## src/rtl/mem_arbiter_if.sv

```systemverilog
// Request/memory bus bundle for mem_arbiter: fetch port, load/store port,
// stall outputs and the single-port memory command/response.
interface mem_arbiter_if #(
  parameter int XLEN   = 64,
  parameter int INST_W = 32
);
  logic              flush_i;
  logic              if_req_i;
  logic [XLEN-1:0]   if_addr_i;
  logic              if_gnt_o;
  logic              if_rvalid_o;
  logic [INST_W-1:0] if_rdata_o;

  logic              ls_req_i;
  logic              ls_we_i;
  logic [XLEN-1:0]   ls_addr_i;
  logic [XLEN-1:0]   ls_wdata_i;
  logic [7:0]        ls_wmask_i;
  logic              ls_gnt_o;
  logic              ls_rvalid_o;
  logic [XLEN-1:0]   ls_rdata_o;

  logic              stall_if_o;
  logic              stall_ls_o;

  logic              mem_req_o;
  logic              mem_we_o;
  logic [XLEN-1:0]   mem_addr_o;
  logic [XLEN-1:0]   mem_wdata_o;
  logic [7:0]        mem_wmask_o;
  logic              mem_ack_i;
  logic [XLEN-1:0]   mem_rdata_i;

  modport slave (
    input  flush_i, if_req_i, if_addr_i,
    input  ls_req_i, ls_we_i, ls_addr_i, ls_wdata_i, ls_wmask_i,
    input  mem_ack_i, mem_rdata_i,
    output if_gnt_o, if_rvalid_o, if_rdata_o,
    output ls_gnt_o, ls_rvalid_o, ls_rdata_o,
    output stall_if_o, stall_ls_o,
    output mem_req_o, mem_we_o, mem_addr_o, mem_wdata_o, mem_wmask_o
  );

  modport master (
    output flush_i, if_req_i, if_addr_i,
    output ls_req_i, ls_we_i, ls_addr_i, ls_wdata_i, ls_wmask_i,
    output mem_ack_i, mem_rdata_i,
    input  if_gnt_o, if_rvalid_o, if_rdata_o,
    input  ls_gnt_o, ls_rvalid_o, ls_rdata_o,
    input  stall_if_o, stall_ls_o,
    input  mem_req_o, mem_we_o, mem_addr_o, mem_wdata_o, mem_wmask_o
  );
endinterface

```

## src/rtl/mem_arbiter.sv

```systemverilog
// Single-port memory arbiter/sequencer sharing one port between IF fetch and LS access.
// Define ARB_RR_EN for round-robin tie-breaking; default is fixed LS-over-IF priority.
module mem_arbiter #(
  parameter int XLEN   = 64,
  parameter int INST_W = 32
) (
  input  logic          clk,
  input  logic          rst_n,
  mem_arbiter_if.slave  bus
);

  typedef enum logic [1:0] {IDLE, IF_BUSY, LS_BUSY} state_e;

  state_e            state_q, state_d;
  logic              mem_req_q, mem_req_d;
  logic              mem_we_q, mem_we_d;
  logic [XLEN-1:0]   mem_addr_q, mem_addr_d;
  logic [XLEN-1:0]   mem_wdata_q, mem_wdata_d;
  logic [7:0]        mem_wmask_q, mem_wmask_d;
  logic              if_rvalid_q, if_rvalid_d;
  logic [INST_W-1:0] if_rdata_q, if_rdata_d;
  logic              ls_rvalid_q, ls_rvalid_d;
  logic [XLEN-1:0]   ls_rdata_q, ls_rdata_d;
  logic              discard_q, discard_d;

  logic accept, ls_wins, if_gnt, ls_gnt, ack_if, ack_ls;

`ifdef ARB_RR_EN
  // Pointer holds the last granted requester (1 = LS); the other side wins a tie.
  logic rr_last_ls_q, rr_last_ls_d;
  assign ls_wins = ~rr_last_ls_q;

  always_comb begin
    rr_last_ls_d = rr_last_ls_q;
    if (ls_gnt)      rr_last_ls_d = 1'b1;
    else if (if_gnt) rr_last_ls_d = 1'b0;
  end

  always_ff @(posedge clk or negedge rst_n) begin
    if (!rst_n) rr_last_ls_q <= 1'b0;
    else        rr_last_ls_q <= rr_last_ls_d;
  end
`else
  assign ls_wins = 1'b1;
`endif

  always_comb begin
    accept = (state_q == IDLE) | bus.mem_ack_i;
    ack_if = (state_q == IF_BUSY) & bus.mem_ack_i;
    ack_ls = (state_q == LS_BUSY) & bus.mem_ack_i;
    ls_gnt = accept & bus.ls_req_i & (~bus.if_req_i | ls_wins);
    if_gnt = accept & bus.if_req_i & (~bus.ls_req_i | ~ls_wins);

    state_d     = state_q;
    mem_req_d   = mem_req_q;
    mem_we_d    = mem_we_q;
    mem_addr_d  = mem_addr_q;
    mem_wdata_d = mem_wdata_q;
    mem_wmask_d = mem_wmask_q;
    if_rdata_d  = if_rdata_q;
    ls_rdata_d  = ls_rdata_q;

    // A flush on the ack cycle itself must also kill that response.
    if_rvalid_d = ack_if & ~(discard_q | bus.flush_i);
    ls_rvalid_d = ack_ls;
    discard_d   = ack_if ? 1'b0
                         : (discard_q | ((state_q == IF_BUSY) & bus.flush_i));

    if (ack_if)
      if_rdata_d = mem_addr_q[2] ? bus.mem_rdata_i[XLEN-1:XLEN-INST_W]
                                 : bus.mem_rdata_i[INST_W-1:0];
    if (ack_ls & ~mem_we_q)
      ls_rdata_d = bus.mem_rdata_i;

    if (accept) begin
      state_d   = IDLE;
      mem_req_d = 1'b0;
      if (ls_gnt) begin
        state_d     = LS_BUSY;
        mem_req_d   = 1'b1;
        mem_we_d    = bus.ls_we_i;
        mem_addr_d  = bus.ls_addr_i;
        mem_wdata_d = bus.ls_wdata_i;
        mem_wmask_d = bus.ls_wmask_i;
      end else if (if_gnt) begin
        state_d     = IF_BUSY;
        mem_req_d   = 1'b1;
        mem_we_d    = 1'b0;
        mem_addr_d  = bus.if_addr_i;
        mem_wdata_d = '0;
        mem_wmask_d = '0;
      end
    end
  end

  always_ff @(posedge clk or negedge rst_n) begin
    if (!rst_n) begin
      state_q     <= IDLE;
      mem_req_q   <= 1'b0;
      mem_we_q    <= 1'b0;
      mem_addr_q  <= '0;
      mem_wdata_q <= '0;
      mem_wmask_q <= '0;
      if_rvalid_q <= 1'b0;
      if_rdata_q  <= '0;
      ls_rvalid_q <= 1'b0;
      ls_rdata_q  <= '0;
      discard_q   <= 1'b0;
    end else begin
      state_q     <= state_d;
      mem_req_q   <= mem_req_d;
      mem_we_q    <= mem_we_d;
      mem_addr_q  <= mem_addr_d;
      mem_wdata_q <= mem_wdata_d;
      mem_wmask_q <= mem_wmask_d;
      if_rvalid_q <= if_rvalid_d;
      if_rdata_q  <= if_rdata_d;
      ls_rvalid_q <= ls_rvalid_d;
      ls_rdata_q  <= ls_rdata_d;
      discard_q   <= discard_d;
    end
  end

  assign bus.if_gnt_o    = if_gnt;
  assign bus.ls_gnt_o    = ls_gnt;
  assign bus.if_rvalid_o = if_rvalid_q;
  assign bus.if_rdata_o  = if_rdata_q;
  assign bus.ls_rvalid_o = ls_rvalid_q;
  assign bus.ls_rdata_o  = ls_rdata_q;
  assign bus.mem_req_o   = mem_req_q;
  assign bus.mem_we_o    = mem_we_q;
  assign bus.mem_addr_o  = mem_addr_q;
  assign bus.mem_wdata_o = mem_wdata_q;
  assign bus.mem_wmask_o = mem_wmask_q;
  assign bus.stall_if_o  = (bus.if_req_i & ~if_gnt) | (state_q == IF_BUSY);
  assign bus.stall_ls_o  = (bus.ls_req_i & ~ls_gnt) | (state_q == LS_BUSY);

endmodule

```

## src/flat_wrapper.sv

```systemverilog
// flat-port wrapper written by rule: the top's interface ports become plain ports
module mem_arbiter_flat 
#(
  parameter int XLEN   = 64,
  parameter int INST_W = 32
)
  (clk, rst_n, bus_flush_i, bus_if_req_i, bus_if_addr_i, bus_ls_req_i, bus_ls_we_i, bus_ls_addr_i, bus_ls_wdata_i, bus_ls_wmask_i, bus_mem_ack_i, bus_mem_rdata_i, bus_if_gnt_o, bus_if_rvalid_o, bus_if_rdata_o, bus_ls_gnt_o, bus_ls_rvalid_o, bus_ls_rdata_o, bus_stall_if_o, bus_stall_ls_o, bus_mem_req_o, bus_mem_we_o, bus_mem_addr_o, bus_mem_wdata_o, bus_mem_wmask_o);
  mem_arbiter_if #(.XLEN(XLEN), .INST_W(INST_W)) bus_i ();
  input  logic clk;
  input  logic rst_n;
  input wire logic [$bits(bus_i.flush_i)-1:0] bus_flush_i;
  input wire logic [$bits(bus_i.if_req_i)-1:0] bus_if_req_i;
  input wire logic [$bits(bus_i.if_addr_i)-1:0] bus_if_addr_i;
  input wire logic [$bits(bus_i.ls_req_i)-1:0] bus_ls_req_i;
  input wire logic [$bits(bus_i.ls_we_i)-1:0] bus_ls_we_i;
  input wire logic [$bits(bus_i.ls_addr_i)-1:0] bus_ls_addr_i;
  input wire logic [$bits(bus_i.ls_wdata_i)-1:0] bus_ls_wdata_i;
  input wire logic [$bits(bus_i.ls_wmask_i)-1:0] bus_ls_wmask_i;
  input wire logic [$bits(bus_i.mem_ack_i)-1:0] bus_mem_ack_i;
  input wire logic [$bits(bus_i.mem_rdata_i)-1:0] bus_mem_rdata_i;
  output wire logic [$bits(bus_i.if_gnt_o)-1:0] bus_if_gnt_o;
  output wire logic [$bits(bus_i.if_rvalid_o)-1:0] bus_if_rvalid_o;
  output wire logic [$bits(bus_i.if_rdata_o)-1:0] bus_if_rdata_o;
  output wire logic [$bits(bus_i.ls_gnt_o)-1:0] bus_ls_gnt_o;
  output wire logic [$bits(bus_i.ls_rvalid_o)-1:0] bus_ls_rvalid_o;
  output wire logic [$bits(bus_i.ls_rdata_o)-1:0] bus_ls_rdata_o;
  output wire logic [$bits(bus_i.stall_if_o)-1:0] bus_stall_if_o;
  output wire logic [$bits(bus_i.stall_ls_o)-1:0] bus_stall_ls_o;
  output wire logic [$bits(bus_i.mem_req_o)-1:0] bus_mem_req_o;
  output wire logic [$bits(bus_i.mem_we_o)-1:0] bus_mem_we_o;
  output wire logic [$bits(bus_i.mem_addr_o)-1:0] bus_mem_addr_o;
  output wire logic [$bits(bus_i.mem_wdata_o)-1:0] bus_mem_wdata_o;
  output wire logic [$bits(bus_i.mem_wmask_o)-1:0] bus_mem_wmask_o;
  assign bus_i.flush_i = bus_flush_i;
  assign bus_i.if_req_i = bus_if_req_i;
  assign bus_i.if_addr_i = bus_if_addr_i;
  assign bus_i.ls_req_i = bus_ls_req_i;
  assign bus_i.ls_we_i = bus_ls_we_i;
  assign bus_i.ls_addr_i = bus_ls_addr_i;
  assign bus_i.ls_wdata_i = bus_ls_wdata_i;
  assign bus_i.ls_wmask_i = bus_ls_wmask_i;
  assign bus_i.mem_ack_i = bus_mem_ack_i;
  assign bus_i.mem_rdata_i = bus_mem_rdata_i;
  assign bus_if_gnt_o = bus_i.if_gnt_o;
  assign bus_if_rvalid_o = bus_i.if_rvalid_o;
  assign bus_if_rdata_o = bus_i.if_rdata_o;
  assign bus_ls_gnt_o = bus_i.ls_gnt_o;
  assign bus_ls_rvalid_o = bus_i.ls_rvalid_o;
  assign bus_ls_rdata_o = bus_i.ls_rdata_o;
  assign bus_stall_if_o = bus_i.stall_if_o;
  assign bus_stall_ls_o = bus_i.stall_ls_o;
  assign bus_mem_req_o = bus_i.mem_req_o;
  assign bus_mem_we_o = bus_i.mem_we_o;
  assign bus_mem_addr_o = bus_i.mem_addr_o;
  assign bus_mem_wdata_o = bus_i.mem_wdata_o;
  assign bus_mem_wmask_o = bus_i.mem_wmask_o;
  mem_arbiter #(.XLEN(XLEN), .INST_W(INST_W)) u_core (.clk(clk), .rst_n(rst_n), .bus(bus_i));
endmodule
```

## config.mk

```make
export PLATFORM = sky130hd
export DESIGN_NAME = mem_arbiter_flat
export DESIGN_NICKNAME = d
export VERILOG_FILES = /design/src/rtl/mem_arbiter_if.sv /design/src/rtl/mem_arbiter.sv /design/src/flat_wrapper.sv
export SDC_FILE = /design/constraint.sdc
export NUM_CORES = 1
export LEC_CHECK = 0
export BUFFER_PORTS_ARGS = -buffer_cell sky130_fd_sc_hd__buf_2
export CORE_AREA = 4 4 198 200
export CTS_CLUSTER_DIAMETER = 80
export DETAILED_ROUTE_END_ITERATION = 7
export DIE_AREA = 0 0 202 204
export SLEW_MARGIN = 30
export SYNTH_ARGS = -nofsm -noshare
export SYNTH_HDL_FRONTEND = slang
export SYNTH_SLANG_ARGS = --single-unit
export TNS_END_PERCENT = 20
```

## constraint.sdc

```tcl
create_clock -name clk -period 1.9 [get_ports clk]
set_clock_uncertainty 0.2 [all_clocks]
set_input_delay 0.19 -clock clk [delete_from_list [all_inputs] [get_ports clk]]
set_output_delay 0.19 -clock clk [all_outputs]
set_load 0.01 [all_outputs]
```

======== Yosys cells after proc, flatten, opt, wreduce, memory -nomap -nowiden ========
Cells that the tools add are included.
W data, S select, Z words.
storage, ports and cells
  register bits ........................... 239
  input port bits ......................... 271
  output and inout port bits .............. 240
  logic and storage cells ................. 50
operators by class
  equality and inequality tests ........... 2
  muxes and demuxes ....................... 14
  bitwise operators ....................... 20
  reductions and logical operators ........ 3
operators with widths
  kind                  number
  $mux W64              4
  $mux W32              1
  $mux W8               2
  $and A1 B1 Y1         10
  $mux W1               6
  $not A1 Y1            5
  $or A1 B1 Y1          5
  $eq A2 B1 Y1 const B  1
  $eq A2 B2 Y1 const B  1
  $logic_not A2 Y1      1
  $mux W2               1
  $reduce_and A2 Y1     1
  $reduce_bool A2 Y1    1

======== Depth between registers and ports, before layout ========
Gate-level depths: netlist (run 1).
  depth in word-level cells ............... 7
  depth in mapped cells ................... 6
  gate-level depth less buffers ........... 3

======== Worst setup path after synthesis (run 1) ========
No wires, ideal clock.
  kind .................................... register to register
  start ................................... register u_core.state_q[0]
  end ..................................... register u_core.ls_rdata_q[0], in the netlist u_core.bus.ls_rdata_o[0]
  setup time .............................. 0.125 ns
  arrival ................................. 1.345 ns
  required time ........................... 1.575 ns
  setup slack ............................. 0.230 ns
  cell stages (with the launch flop) ...... 6
  buffers on the path ..................... 2
  clock period less this slack ............ 1.670 ns
  cells stage by stage .................... dfrtp_1 -> and3b_1 -> nor2b_4 -> buf_12 -> buf_12 -> mux2_4
on the way
  longest elaborated chain between the ends .. 3
RTL lines
  element                   line                source
  start: declaration        mem_arbiter.sv:14   state_e state_q, state_d;
  start signal: assignment  mem_arbiter.sv:110  state_q <= state_d;
  $eq A2 B2 Y1              mem_arbiter.sv:50   ack_ls = (state_q == LS_BUSY) & bus.mem_ack_i;
  $and A1 B1 Y1             mem_arbiter.sv:50
  named net u_core.ack_ls   mem_arbiter.sv:26   logic accept, ls_wins, if_gnt, ls_gnt, ack_if, ack_ls;
  $and A1 B1 Y1             mem_arbiter.sv:72   if (ack_ls & ~mem_we_q)
  end signal: assignment    mem_arbiter.sv:119  ls_rdata_q <= ls_rdata_d;
  end: declaration          mem_arbiter.sv:23   logic [XLEN-1:0] ls_rdata_q, ls_rdata_d;
The timed path passes the listed nets, and every way through them passes these cells.
A chain may end at the register's enable or synchronous reset.

======== Worst setup path in the final report (run 1) ========
  start ................................... register u_core.state_q[0]
  end ..................................... output bus_if_gnt_o
on the way
  longest elaborated chain between the ends .. 4
RTL lines
  element                      line                source
  $logic_not A2 Y1             mem_arbiter.sv:48   accept = (state_q == IDLE) | bus.mem_ack_i;
  $or A1 B1 Y1                 mem_arbiter.sv:48
  $and A1 B1 Y1 (2 in series)  mem_arbiter.sv:52   if_gnt = accept & bus.if_req_i & (~bus.ls_req_i | ~ls_wins);
  end: declaration             flat_wrapper.sv:21  output wire logic [$bits(bus_i.if_gnt_o)-1:0] bus_if_gnt_o;
No other way between the ends.

==> results of run 1 <==
-- worst paths after layout --
check                                   from  cells after the start                   endpoint
max                        u_core.state_q[0]                      5               bus_if_gnt_o
min                             bus_ls_req_i                      4   u_core.bus.mem_addr_o[5]
max reg2reg                u_core.state_q[0]                      6  u_core.bus.mem_addr_o[28]
min reg2reg                 u_core.discard_q                      1     u_core.bus.if_rvalid_o
max in group asynchronous              rst_n                      4  u_core.bus.ls_rdata_o[55]
min in group asynchronous              rst_n                      3  u_core.bus.if_rdata_o[15]
-- cells in the mapped netlist (all sizes together) --
cell type and count:
nand2b 1, inv 1, nor2 3, mux2 64
nand3b 1, o22ai 1, nand2 34, o2bb2ai 1
o21a 1, dfrtp 239, or2 1, nand3 189
nor2b 3, clkbuf 31, o21ba 1, and3b 2
nor3 1, a22o 74, a21oi 1, nor3b 1
buf 45, o21ai 98, o21bai 1, mux2i 32
and2 1
-- registers in the layout (all words and copies together), names as in the netlist --
register,cells
u_core.bus.if_rdata_o,32
u_core.bus.if_rvalid_o,1
u_core.bus.ls_rdata_o,64
u_core.bus.ls_rvalid_o,1
u_core.bus.mem_addr_o,64
u_core.bus.mem_req_o,1
u_core.bus.mem_wdata_o,64
u_core.bus.mem_we_o,1
u_core.bus.mem_wmask_o,8
u_core.discard_q,1
u_core.state_q,2
-- area by class of cell --
cell class	count	area, um2
fill	3271	20100
inverter	1	8.76
clock buffer	42	843
timing repair buffer	851	6100
clock inverter	6	75.1
tap	511	639
sequential	239	5980
antenna	1	2.50
multi-input combinational	511	3690
-- repair_timing --
action	4_1_cts	5_1_grt
endpoints found under the setup margin	5	83
hold buffers	271	1
pin swaps	5	2
setup buffers	6	2
hold endpoints to repair	476	9
gates resized for setup	22	25
cloned	2	0
-- power groups by stage --
stage                     Combinational [uW]  Clock (uW)  Sequential (uW)
after global routing                    5550        5610             7100
final                                   5160        5270             6980
after CTS                               5130        5440             6960
after floorplan                         1800           0             7450
after detailed placement                4570           0             7000
after global placement                  4510           0             6990
-- through the flow --
stage	setup TNS, ps	setup WS, ps	cells	utilization, %	instance area (um2)
floorplan	0	230	827	-	10100
global placement	-110	-31.3	1831	36.0	13500
detailed placement	0	72.0	1832	36.1	13500
CTS	-567	-128	2159	46.3	17300
global route	-556	-151	2162	46.4	17300
finish	-239	-92.6	2162	46.4	17300
-- critical path, cell delays in order (launching register included) --
cell and delay [ps]:
sky130_fd_sc_hd__dfrtp_1 380, sky130_fd_sc_hd__buf_6 140, sky130_fd_sc_hd__o21ba_4 230, sky130_fd_sc_hd__buf_12 130, sky130_fd_sc_hd__nor2_4 70, sky130_fd_sc_hd__buf_6 110
-- routing by layer --
metal / share of wire, % / up-vias / GRT usage, %
li1: - / 4605 / -
met1: 39 / 4965 / 22.7
met2: 49 / 641 / 31.4
met3: 8.7 / 106 / 4.35
met4: 3.7 / 0 / 7.50
met5: 0 / - / 0
-- cells by family (layout without fill, tap and decap cells) --
group | after synthesis | after routing | share of synthesized area (%)
AO/OA/AOI/OAI | 178 | 178 | 11.8
buffers and inverters | 77 | 900 | 4.54
flip-flops | 239 | 239 | 59.5
multiplexers | 96 | 96 | 12.6
other | 0 | 1 | 0
AND/OR/NAND/NOR | 237 | 237 | 11.6
==> results_tabular.tex, run 1 <==
\begin{tabular}{lr}
\hline
Metric & Value \\
\hline
\multicolumn{2}{l}{\textbf{GRT}} \\
\quad Global-route wire length before repair & 62100 um \\
\quad Total overflow reported by the global router & 0 \\
\quad Gr usage total & 18.5\% \\
\quad Initial antenna violation count & 1 \\
\quad Via count of the first global-routing pass & 11200 \\
\quad Pin count of the biggest net entering global routing & 67 \\
\multicolumn{2}{l}{\textbf{STA}} \\
\quad Number of hold-slack violations in the final timing report & 0 \\
\quad Period utilization & 105\% \\
\quad Relative slew slack & 50.8\% \\
\quad Final-report setup violation count & 4 \\
\quad RSZ-0062 raised after global routing & yes \\
\quad Final setup slack of the worst path & -92.6 ps \\
\quad Worst-case hold slack & 24.5 ps \\
\quad Count of final max-slew check failures & 0 \\
\quad Upper clock frequency limit & 502 MHz \\
\quad Worst-margin pin slew & approximately 740 ps \\
\quad Final critical path time including I/O delays and setup & 1990 ps \\
\multicolumn{2}{l}{\textbf{Clock network}} \\
\quad Clock buffers created by TritonCTS & 28 \\
\quad Htree depth & 1 \\
\quad CTS clk-pin slew, worst paths & roughly 60 ps \\
\quad TritonCTS clock tree & yes \\
\quad Largest buffer count on any clock path & 3 \\
\quad Clock sink total & 239 \\
\quad CTS root buf & sky130\_fd\_sc\_hd\_\_clkbuf\_16 \\
\quad Skew-Pair Late Insertion Delay & 540 ps \\
\multicolumn{2}{l}{\textbf{Detailed routing}} \\
\quad Count of unresolved DRC violations after routing & 0 \\
\quad Via count & 10300 \\
\quad Final Routed Wirelength & 39900 um \\
\quad Number of optimization iterations in the first detailed-route pass & 7 \\
\quad Drt via density & 4.77 \\
\quad ANT nets after route & 0 \\
\quad Drt first-iter violations & slightly below 700 \\
\quad Routed len/inst & 18.5 um \\
\multicolumn{2}{l}{\textbf{Placed design}} \\
\quad GPL Wtd Cong & 0.818 \\
\quad Total of buffers placed on input and output ports & 510 \\
\quad HPWL reported at the end of detailed placement & 25800 um \\
\multicolumn{2}{l}{\textbf{Pwr}} \\
\quad Sequential fraction of design power & 40.1\% \\
\quad Sw Ratio & a little under a third \\
\quad Power density of the placed cells & 1000 mW/mm2 \\
\quad Internal power & $\sim$12000 uW \\
\quad Part of the total power dissipated in combinational logic & 29.7\% \\
\quad Power Total & 17400 uW \\
\quad Leakage power & between 0.008 and 0.009 uW \\
\quad Clock network power share & 30.3\% \\
\quad Switching power summed over all nets & 5280 uW \\
\quad Peak supply drop & 477 uV \\
\multicolumn{2}{l}{\textbf{Critical path}} \\
\quad Element type at the critical path start & register \\
\quad Worst endpoint data arrival time & 1600 ps \\
\quad Critical Path RT & roughly 1500 ps \\
\quad Maximum fanout along the worst path & 4 \\
\quad Register-to-register setup slack & around 40 ps \\
\quad Crit. End Element & primary output \\
\quad Worst setup path class & register to primary output \\
\multicolumn{2}{l}{\textbf{Floorplan}} \\
\quad Number of I/O pins & 511 \\
\quad Height of the die & 204 um \\
\quad Width of the chip & 202 um \\
\quad FP Rows & 71 \\
\quad Die Outline Area & 0.0412 mm2 \\
\quad Initial cell density of the core & 26.9\% \\
\quad Core box area & 0.0374 mm2 \\
\multicolumn{2}{l}{\textbf{Logic synthesis}} \\
\quad Number of flip-flops and latches in the synthesized netlist & 239 \\
\quad Synthesized area divided by synthesized cell count & 12.2 um2 \\
\quad Synth top area cells & sky130\_fd\_sc\_hd\_\_dfrtp\_1 59\%, sky130\_fd\_sc\_hd\_\_nand3\_1 9.4\%, sky130\_fd\_sc\_hd\_\_mux2\_4 9.0\%, sky130\_fd\_sc\_hd\_\_a22o\_1 6.4\%, sky130\_fd\_sc\_hd\_\_o21ai\_0 4.8\% \\
\quad Biggest area consumer among synthesized cells & sky130\_fd\_sc\_hd\_\_dfrtp\_1 \\
\quad Number of distinct library cells after synthesis & 32 \\
\quad Synth Instances & 827 \\
\quad Share of synthesized area occupied by flip-flops and latches & around three fifths \\
\quad Synth warnings & 0 \\
\quad Synthesized netlist net count & 1098 \\
\quad Netlist area before placement & 0.0101 mm2 \\
\quad Share of the synthesized area in the top cell type & 59.5\% \\
\multicolumn{2}{l}{\textbf{Finish}} \\
\quad Number of nets in the layout & 1903 \\
\quad Most common cell after layout, fill and taps aside & sky130\_fd\_sc\_hd\_\_buf\_2 \\
\quad Fraction of layout cells with a size suffix above 1 & 42.7\% \\
\quad Highest-count cells in the layout ignoring fill and taps & 504 x sky130\_fd\_sc\_hd\_\_buf\_2, 270 x sky130\_fd\_sc\_hd\_\_dlygate4sd3\_1, 238 x sky130\_fd\_sc\_hd\_\_dfrtp\_1 \\
\quad Growth of design area from synthesis to finish & 72.4\% \\
\multicolumn{2}{l}{\textbf{Outcome}} \\
\quad Failing checks & setup timing \\
\quad Outcome & finished with violations \\
\multicolumn{2}{l}{\textbf{Hold path}} \\
\quad Class of the worst hold path & primary input to register \\
\multicolumn{2}{l}{\textbf{Job}} \\
\quad Max Cap Viol & 0 \\
\hline
\end{tabular}
(Power assumes the default switching activity.)
==> run 2: changes to the inputs <==
--- a/config.mk
+++ b/config.mk
@@ -5,7 +5,7 @@
 export SDC_FILE = /design/constraint.sdc
 export NUM_CORES = 1
 export LEC_CHECK = 0
-export BUFFER_PORTS_ARGS = -buffer_cell sky130_fd_sc_hd__buf_2
+export BUFFER_PORTS_ARGS = -buffer_cell sky130_fd_sc_hd__buf_4
 export CORE_AREA = 4 4 198 200
 export CTS_CLUSTER_DIAMETER = 80
 export DETAILED_ROUTE_END_ITERATION = 7
==> constraint.sdc (replaced) <==
create_clock -name clk -period 2.5 [get_ports clk]
set_clock_uncertainty 0.2 [all_clocks]
set_input_delay 0.25 -clock clk [delete_from_list [all_inputs] [get_ports clk]]
set_output_delay 0.25 -clock clk [all_outputs]
set_load 0.01 [all_outputs]
==> run 2 against run 1 <==
  * The flow now finishes without violations
  * Sequential power fell by 24%
  * Register-to-register slack improved by 50 ps
  * Core utilization rose by 1.9 points
  * Sequential cell count did not move
  * Combinational power fell by 12%
  * Clock power fell by 27%
  * Largest power group unchanged
==> results_tabular.tex, run 2 (same netlist as run 1, synthesis figures left out) <==
\begin{tabular}{lr}
\hline
Metric & Value \\
\hline
\multicolumn{2}{l}{\textbf{Outcome}} \\
\quad Outcome & finished, final reports clean (was finished with violations) \\
\multicolumn{2}{l}{\textbf{Floorplan}} \\
\quad Width of the chip & 202 um (unchanged) \\
\quad Core box area & 0.0374 mm2 (unchanged) \\
\quad Number of I/O pins & 511 (unchanged) \\
\quad FP Rows & 71 (unchanged) \\
\quad Initial cell density of the core & 26.9\% (unchanged) \\
\quad Height of the die & 204 um (unchanged) \\
\quad Die Outline Area & 0.0412 mm2 (unchanged) \\
\multicolumn{2}{l}{\textbf{GRT}} \\
\quad GR Layer Usage met1 & 22.8\% (was 22.7\%) \\
\quad Total overflow reported by the global router & 0 (unchanged) \\
\quad Via count of the first global-routing pass & 11000 (was 11200) \\
\quad Met3 track demand over resource in global routing & 4.46\% (was 4.35\%) \\
\quad Pin count of the biggest net entering global routing & 127 (was 67) \\
\quad Initial antenna violation count & 1 (unchanged) \\
\quad Global-route wire length before repair & 62500 um (was 62100 um) \\
\quad Layer with the highest usage after global routing & met2 (unchanged) \\
\quad GR Layer Usage met2 & 32.2\% (was 31.4\%) \\
\quad Gr usage total & 18.7\% (was 18.5\%) \\
\multicolumn{2}{l}{\textbf{STA}} \\
\quad Count of final max-slew check failures & 0 (unchanged) \\
\quad Relative slew slack & 54.3\% (was 50.8\%) \\
\quad Final-report setup violation count & 0 (was 4) \\
\quad Period utilization & around 96\% \\
\quad RSZ-0062 raised after global routing & no (was yes) \\
\quad Upper clock frequency limit & 415 MHz \\
\quad Final setup slack of the worst path & 91.0 ps (was -92.6 ps) \\
\quad Final critical path time including I/O delays and setup & between 2000 and 2500 ps \\
\quad Number of hold-slack violations in the final timing report & 0 (unchanged) \\
\quad Post-route setup TNS & 0 ps (was -239 ps) \\
\quad Worst-margin pin slew & 685 ps (was 736 ps) \\
\multicolumn{2}{l}{\textbf{Detailed routing}} \\
\quad Final Routed Wirelength & 40400 um (was 39900 um) \\
\quad Drt first-iter violations & 537 (was 673) \\
\quad Drt via density & 4.71 (was 4.77) \\
\quad Count of unresolved DRC violations after routing & 0 (unchanged) \\
\quad Via count & 9986 (was 10300) \\
\quad Number of optimization iterations in the first detailed-route pass & 5 (was 7) \\
\quad ANT nets after route & 0 (unchanged) \\
\quad Routed len/inst & 19.1 um (was 18.5 um) \\
\multicolumn{2}{l}{\textbf{Clock network}} \\
\quad Post-CTS Setup Inserts & 0 (was 6) \\
\quad TritonCTS clock tree & yes (unchanged) \\
\quad CTS clk-pin slew, worst paths & 60 ps (about the same) \\
\quad CTS root buf & sky130\_fd\_sc\_hd\_\_clkbuf\_16 (unchanged) \\
\quad Clock sink total & 239 (unchanged) \\
\quad Largest buffer count on any clock path & 3 (unchanged) \\
\quad Clock buffers created by TritonCTS & 28 (unchanged) \\
\quad Skew-Pair Late Insertion Delay & 560 ps (was 540 ps) \\
\quad Htree depth & 1 (unchanged) \\
\multicolumn{2}{l}{\textbf{Critical path}} \\
\quad Maximum fanout along the worst path & 55 (was 4) \\
\quad Number of stages on the worst setup path & 6 (was 5) \\
\quad Crit. End Element & register (was primary output) \\
\quad Number of buffer and inverter stages on the critical path & 3 (unchanged) \\
\quad Worst endpoint data arrival time & 2640 ps (was 1600 ps) \\
\quad Cell with the largest stage delay on the worst path & sky130\_fd\_sc\_hd\_\_dlygate4sd3\_1 (was sky130\_fd\_sc\_hd\_\_dfrtp\_1) \\
\quad Number of cell instances on the worst register-to-register path & 6 (unchanged) \\
\quad CP cell instances & buf\_4 > o21ba\_4 > buf\_12 > o21ai\_0 > nand3\_1 > dlygate4sd3\_1 (was buf\_6 > o21ba\_4 > buf\_12 > nor2\_4 > buf\_6) \\
\quad Worst setup path class & register to register (was register to primary output) \\
\quad Worst path top cell family by delay & buffers and inverters (was flip-flops) \\
\quad Element type at the critical path start & register (unchanged) \\
\quad Crit path largest cell delay & 570 ps (was 380 ps) \\
\quad Critical Path RT & 2730 ps (was 1510 ps) \\
\multicolumn{2}{l}{\textbf{Placed design}} \\
\quad Total of buffers placed on input and output ports & 510 (unchanged) \\
\quad GPL Wtd Cong & 0.834 (was 0.818) \\
\quad HPWL reported at the end of detailed placement & 26600 um (was 25800 um) \\
\quad Worst slack after detailed placement & 445 ps (was 72.0 ps) \\
\multicolumn{2}{l}{\textbf{Finish}} \\
\quad Filler cells & 3262 (was 3271) \\
\quad Number of nets in the layout & 1862 (was 1903) \\
\quad Most common cell after layout, fill and taps aside & sky130\_fd\_sc\_hd\_\_buf\_4 (was sky130\_fd\_sc\_hd\_\_buf\_2) \\
\quad Diode count & 0 (was 1) \\
\quad Fraction of layout cells with a size suffix above 1 & 40.4\% (was 42.7\%) \\
\quad Highest-count cells in the layout ignoring fill and taps & 527 x sky130\_fd\_sc\_hd\_\_buf\_4, 269 x sky130\_fd\_sc\_hd\_\_dlygate4sd3\_1, 238 x sky130\_fd\_sc\_hd\_\_dfrtp\_1 (was 504 x sky130\_fd\_sc\_hd\_\_buf\_2, 270 x sky130\_fd\_sc\_hd\_\_dlygate4sd3\_1, 238 x sky130\_fd\_sc\_hd\_\_dfrtp\_1) \\
\quad Growth of design area from synthesis to finish & 79.5\% (was 72.4\%) \\
\quad Area taken by flip-flops and latches & 0.00598 mm2 (about the same) \\
\quad Multi-input logic area & 0.00366 mm2 (was 0.00369 mm2) \\
\multicolumn{2}{l}{\textbf{Hold path}} \\
\quad Class of the worst hold path & primary input to register (unchanged) \\
\quad Worst Hold Path Cells & 4 (unchanged) \\
\multicolumn{2}{l}{\textbf{Pwr}} \\
\quad Power density of the placed cells & 760 mW/mm2 (was 1000 mW/mm2) \\
\quad Leakage power & 0.00876 uW (was 0.00866 uW) \\
\quad Peak supply drop & 400 uV (was 477 uV) \\
\multicolumn{2}{l}{\textbf{Job}} \\
\quad Max Cap Viol & 0 (unchanged) \\
\hline
\end{tabular}
==> run 2: final timing paths <==
path	from	endpoint	slack (ps)
worst max-delay path	u_core.state_q[1]	u_core.bus.mem_addr_o[40]	90
worst min-delay path	bus_if_req_i	u_core.bus.mem_req_o	40
worst max register to register	u_core.state_q[1]	u_core.bus.mem_addr_o[40]	90
worst min register to register	u_core.discard_q	u_core.bus.if_rvalid_o	230
max in group asynchronous	rst_n	u_core.bus.if_rdata_o[6]	1270
min in group asynchronous	rst_n	u_core.bus.ls_rdata_o[51]	90
==> run 2: power by group <==
group,switching (uW),total [uW],internal (uW)
registers,584,5330,4750
clock network,1650,3830,2190
logic,1890,4550,2650
==> run 2: what timing repair did <==
item / in CTS / in global routing
endpoints found under the hold margin: 417 / 0
hold buffers: 269 / 0
gates resized for setup: 0 / 2
endpoints found under the setup margin: 0 / 15
==> run 2: layer usage <==
metal / part of all wire, % / vias up
li1: - / 4520
met1: 40 / 4877
met2: 49 / 498
met3: 7.9 / 89
met4: 3.4 / 2
met5: 0.017 / -
==> run 2: final cells by class <==
type	count	share of cell area, %
Inverter	1	0.0208
Clock inverter	4	0.215
Timing Repair Buffer	810	38.4
Tap cell	511	3.54
Sequential cell	239	33.1
Multi-Input combinational cell	511	20.3
Clock buffer	44	4.44
==> run 2: through the flow <==
stage          utilization [%]  total power [uW]  hold WS (ps)  cells  area [um2]
2_1_floorplan                -              7030          -246    827       10100
3_3_place_gp              38.8              9330          97.8   1803       14500
3_5_place_dp              38.8              9390           101   1803       14500
4_1_cts                   48.2             13800          30.7   2120       18000
5_1_grt                   48.3             14400          66.5   2120       18100
6_report                  48.3             13700          38.8   2120       18100
==> run 2: worst register-to-register path, stage by stage, from the launching register on <==
cell	delay (ps)
sky130_fd_sc_hd__dfrtp_1	450
sky130_fd_sc_hd__buf_4	180
sky130_fd_sc_hd__o21ba_4	280
sky130_fd_sc_hd__buf_12	200
sky130_fd_sc_hd__o21ai_0	310
sky130_fd_sc_hd__nand3_1	110
sky130_fd_sc_hd__dlygate4sd3_1	570
